### config.mk
export PLATFORM = sky130hd
export DESIGN_NAME = regfile_sb32
export DESIGN_NICKNAME = d
export VERILOG_FILES = /design/src/rtl/regfile_sb32.sv
export SDC_FILE = /design/constraint.sdc
export NUM_CORES = 2
export LEC_CHECK = 0
export CORE_UTILIZATION = 35
export CTS_CLUSTER_SIZE = 16
export DETAILED_ROUTE_END_ITERATION = 10
export GPL_ROUTABILITY_DRIVEN = 1
export PLACE_DENSITY = 0.52
export SLEW_MARGIN = 20
export SYNTH_ARGS = -nofsm -noshare
export SYNTH_HDL_FRONTEND = slang
export SYNTH_SLANG_ARGS = --single-unit
### constraint.sdc
create_clock -name Clk -period 7.5 [get_ports Clk]
set_input_delay 1.5 -clock Clk [delete_from_list [all_inputs] [get_ports Clk]]
set_output_delay 1.5 -clock Clk [all_outputs]
set_load 0.03 [all_outputs]
### src/rtl/regfile_sb32.sv
// 32 x 32-bit register file with one write port, two combinational read ports,
// r0 hardwired to zero, and a per-register pending-write scoreboard.
// Optional same-cycle write-to-read forwarding: define REGFILE_SB_BYPASS_EN.
`timescale 1ns/1ps

module regfile_sb32 #(
    parameter int NREG = 32,
    parameter int AW   = 5,
    parameter int DW   = 32
) (
    input  logic          Clk,
    input  logic          Clr,
    input  logic [AW-1:0] Rna,
    input  logic [AW-1:0] Rnb,
    output logic [DW-1:0] Qa,
    output logic [DW-1:0] Qb,
    input  logic          We,
    input  logic [AW-1:0] Wn,
    input  logic [DW-1:0] D,
    input  logic          Iss,
    input  logic [AW-1:0] Iss_rd,
    output logic          Busy_a,
    output logic          Busy_b,
    output logic [AW:0]   Busy_cnt
);

    logic [DW-1:0]   regs_r [NREG];
    logic [NREG-1:0] busy_r;
    logic [AW:0]     busy_cnt_r;

    logic            wr_en_s;
    logic            iss_en_s;
    logic [NREG-1:0] busy_nxt_s;
    logic [DW-1:0]   rd_a_s;
    logic [DW-1:0]   rd_b_s;
    logic            byp_a_s;
    logic            byp_b_s;

    function automatic logic [AW:0] popcount(input logic [NREG-1:0] v);
        logic [AW:0] cnt;
        cnt = {(AW+1){1'b0}};
        for (int i = 0; i < NREG; i++) begin
            cnt = cnt + {{AW{1'b0}}, v[i]};
        end
        return cnt;
    endfunction

    assign wr_en_s  = We  && (Wn     != {AW{1'b0}});
    assign iss_en_s = Iss && (Iss_rd != {AW{1'b0}});

    // Next scoreboard state: a new issue beats a same-cycle write-back to the same index.
    always_comb begin
        busy_nxt_s = {NREG{1'b0}};
        for (int i = 1; i < NREG; i++) begin
            busy_nxt_s[i] = (iss_en_s && (Iss_rd == AW'(i)))
                          | (busy_r[i] & ~(wr_en_s && (Wn == AW'(i))));
        end
    end

    // Register array, busy bits and registered population count.
    always_ff @(posedge Clk) begin
        if (Clr) begin
            for (int i = 0; i < NREG; i++) begin
                regs_r[i] <= {DW{1'b0}};
            end
            busy_r     <= {NREG{1'b0}};
            busy_cnt_r <= {(AW+1){1'b0}};
        end else begin
            if (wr_en_s) begin
                regs_r[Wn] <= D;
            end
            busy_r     <= busy_nxt_s;
            busy_cnt_r <= popcount(busy_nxt_s);
        end
    end

    // Stored-value reads; index 0 is forced to zero independent of array contents.
    always_comb begin
        rd_a_s = regs_r[Rna];
        rd_b_s = regs_r[Rnb];
        if (Rna == {AW{1'b0}}) begin
            rd_a_s = {DW{1'b0}};
        end else begin
            rd_a_s = regs_r[Rna];
        end
        if (Rnb == {AW{1'b0}}) begin
            rd_b_s = {DW{1'b0}};
        end else begin
            rd_b_s = regs_r[Rnb];
        end
    end

`ifdef REGFILE_SB_BYPASS_EN
    assign byp_a_s = wr_en_s && (Wn == Rna);
    assign byp_b_s = wr_en_s && (Wn == Rnb);
`else
    assign byp_a_s = 1'b0;
    assign byp_b_s = 1'b0;
`endif

    // A forwarded read is busy only if the same index is being reissued this cycle.
    assign Qa       = byp_a_s ? D : rd_a_s;
    assign Qb       = byp_b_s ? D : rd_b_s;
    assign Busy_a   = byp_a_s ? (iss_en_s && (Iss_rd == Rna)) : busy_r[Rna];
    assign Busy_b   = byp_b_s ? (iss_en_s && (Iss_rd == Rnb)) : busy_r[Rnb];
    assign Busy_cnt = busy_cnt_r;

endmodule
==> impl.org <==
** Status
- Outcome :: completed

** Die
- Die area :: 165800 um^2
- Die extent in x :: 407.2 um
- The floorplan has 148 rows.
- After floorplanning, the core was sized to cover 163000 um^2.
- # IOs :: 128
- Starting density of the core :: 35.27%
- Chip Height :: 407.2 um

** Clock network
- TritonCTS built the clock tree.
- Root cell of the clock tree :: clkbuf_16
- For this design, the CTS-stage hold fixing added 0 buffers.
- For the worst-skew pair, the clock arrives at the later sink with an insertion delay of 780 ps.
- Number of buffers on the longest clock path :: 3
- The H-tree was split into 3 levels.
- After clock tree synthesis, the clock-pin slew on the worst setup and hold paths is 60 ps.
- Post-CTS Setup Inserts :: 0
- TritonCTS created 118 clock buffers.
- Gates resized during post-CTS repair numbered 0.
- TritonCTS Sinks :: 1061

** Detailed routing
- The routed layout has 38220 vias.
- Dividing the detail-routed via count by the number of cells gives 5.972.
- In this run, the number of DRC markers left after iteration 0 of detailed routing was 4992.
- In the final routed layout, each cell accounts on average for 36.35 um.
- The count of nets left with antenna violations once routing finished came out at 0.
- For this run, the detailed router's first-pass iteration total came to 6.
- In the routed design, unresolved DRC markers number 0.
- The final layout contains routed wiring with a total length of 232600 um.

** GRT
- The initial antenna violation count came to 27.
- Aggregate global-route resource usage :: 27.61%
- Vias in the first global route :: 38460
- Leftover overflow at the end of global routing :: 0
- Entering global routing, the biggest net connects 85 pins.
- The first global-routing pass estimated 317300 um of wire.

** Yosys
- For this run, the number of Yosys warnings is 0.
- Sequential elements use 54.79% of the synthesized area.
- A synthesized cell averages 14.14 um^2.
- Number of synthesized register bits :: 1061
- After technology mapping, the gate count stands at 4064.
- The most used flip-flop cell after synthesis is edfxtp_1.
- Counting flops with an async set or reset pin after synthesis yields a share of 0%.
- Number of enable-type register cells in the synthesized netlist :: 1024
- Post-synthesis cell type count :: 48
- Cell area after synthesis :: 57470 um^2

** Critical path
- The worst setup path is captured at a flip-flop.
- The critical path in this run is classified as in2reg.
- Kind of launch point of the worst setup path :: input pin
- Launching instance or port of the critical path :: Iss_rd[1]
- The worst register-to-register path ends at Busy_cnt[4].
- Path depth of the worst reg2reg path :: 17
- Arrival time worst endpoint :: 7540 ps
- In this run the critical register-to-register path is launched from busy_r[24].
- The most critical setup path has its endpoint at Busy_cnt[4].
- Data required time at the worst endpoint :: 8110 ps
- In this run the register-to-register setup slack is 2170 ps.
- Largest fanout on the critical path :: 8

** Timing
- Across the routed clock network, the largest skew measured is 40.33 ps.
- After routing, the total negative slack on setup checks comes to 0 ps.
- In the post-route analysis, the smallest setup slack over all paths is 567.7 ps.
- The smallest clock period supported by the final layout is computed as 6932 ps.
- Setup repair after global routing left no endpoint under its margin.
- Measured against its own limit, the worst slew margin works out to 15.05%.
- Of the available clock period, the critical path in the final layout requires 92.43%.
- Final hold violations :: 0
- Maximum clock rate :: 0.1443 GHz
- Setup violations remaining at the end of the flow were counted as 0.
- Least-Margin Pin Slew :: 1272 ps
- Final Max Slew Viols :: 0

** Cells and area
- Non-filler cells in the finished layout :: 6399
- The top cell types in the final layout, fill and taps aside, are edfxtp_1, and2_1, mux4_2.
- The final layout contains 4206 nets.
- Share of cells above drive strength 1 :: 21.77%
- The library cell used most frequently in the layout, excluding fill and tap cells, is edfxtp_1.
- The area growth from synthesis to layout is 14.69%.

** Pwr
- Dividing total power by cell area gives a power density of 228.1 nW/um^2.
- Worst IR Drop VDD :: 0.1881 mV
- Static power due to leakage :: 23.25 nW
- Total design power :: 15.04 mW

** Place
- The number of placed instances, taps included, is 6175.
- Estimated wirelength of the detail-placed design :: 135400 um
- Port buffering added 127 buffers.
- Before CTS, the worst setup slack after placement is -212.0 ps.
- Placer congestion estimate :: 0.8327

** Worst hold path
- Class of the worst hold path :: reg2reg
- Startpoint of the lowest-slack hold path :: busy_r[16]

** Run
- The tool flagged a number of max-cap violations equal to 0.
==> layer usage <==
layer / share of wire (%) / track usage (%) / vias up
li1: - / - / 15500
met1: 40 / 36.74 / 20130
met2: 47 / 44.74 / 2120
met3: 8.4 / 4.787 / 451
met4: 3.9 / 11.00 / 12
met5: 0.034 / 0 / -
==> area by class of cell <==
type                    instances  area, um^2
fillers                     14980       97040
flip-flops and latches       1061       31490
multi-input cells            2585       24610
clock buffers                 151        3148
repair buffers                326        3085
well taps                    2175        2721
clock inverters                66       732.0
inverters                      28       108.9
diodes                          7       17.52
==> cells in the mapped netlist (2+ instances only) <==
cell type  count  share of area (%)
a21oi_1       29               0.25
nand3_1        2              0.017
a31oi_1       60               0.65
nor3_1        17               0.15
nor4b_1        2              0.030
a221oi_1      33               0.50
nor2_1        55               0.36
buf_4         25               0.33
nand2_1      207                1.4
buf_2        100               0.87
mux4_2       388                 15
fa_1          23               0.80
inv_1         27               0.18
a22o_1        13               0.20
nand4_1       28               0.30
a32o_1         6               0.10
a32oi_1       35               0.53
dfxtp_1       37                1.3
mux2_2        68                1.3
nor3b_1        2              0.026
mux2i_1      356                6.2
nand2b_1       4              0.044
and2_1      1012                 11
o21ai_0       38               0.33
edfxtp_1    1024                 54
o21a_1         2              0.026
nor4bb_1       2              0.035
a221o_1       32               0.56
clkbuf_1     285                1.9
nor2b_1       15               0.16
buf_1         10              0.065
ha_1           7               0.15
and4b_1        3              0.052
nand3b_1       3              0.039
and3_1         5              0.054
a22oi_1       97                1.3
==> worst max-delay path, stage by stage <==
cell,delay (ps)
clkdlybuf4s50_1,570
nor2b_1,630
a32oi_1,280
fa_1,510
fa_1,540
inv_1,50
fa_1,470
inv_1,50
fa_1,480
fa_1,500
inv_1,50
fa_1,470
inv_1,50
fa_1,410
fa_1,460
nor2b_1,160
o21ai_0,100
a21boi_0,180
nor3_1,70
==> through the flow <==
| stage | util [%] | hold slack (ps) | cell area, um^2 |
|---|---|---|---|
| global route | 40.44 | 585.0 | 65900 |
| finish | 40.45 | 567.6 | 65910 |
| global placement | 38.03 | 552.6 | 61970 |
| CTS | 40.44 | 569.3 | 65900 |
| detailed placement | 38.06 | 561.0 | 62020 |
| floorplan | - | 460.9 | 57590 |
==> worst min path at each step <==
stage | to | slack [ps] | depth (start not counted)
finish | busy_r[16] | 570 | 2
global placement | busy_r[16] | 550 | 2
floorplan | busy_r[16] | 460 | 2
global route | busy_r[16] | 580 | 2
CTS | busy_r[16] | 570 | 2
detailed placement | busy_r[16] | 560 | 2
==> power by group <==
| part | total (mW) | switching, mW | internal (mW) |
|---|---|---|---|
| combinational | 2.08 | 1.28 | 0.793 |
| sequential | 7.00 | 0.172 | 6.83 |
| clock | 5.96 | 2.53 | 3.43 |
| total | 15.0 | 3.98 | 11.1 |
==> cells by family after synthesis <==
family / synth area share [%]
AO/OA/AOI/OAI: 4.496
adder cells (fa/ha/maj): 0.9535
buffers and inverters: 3.316
flip-flops: 54.79
multiplexers: 22.74
other: 0.006525
AND/OR/NAND/NOR: 13.70
==> sequential cells by signal, indices dropped and copies added (netlist names) <==
signal / count
regs_r: 1024
Busy_cnt: 6
busy_r: 31
(Power assumes the default switching activity.)
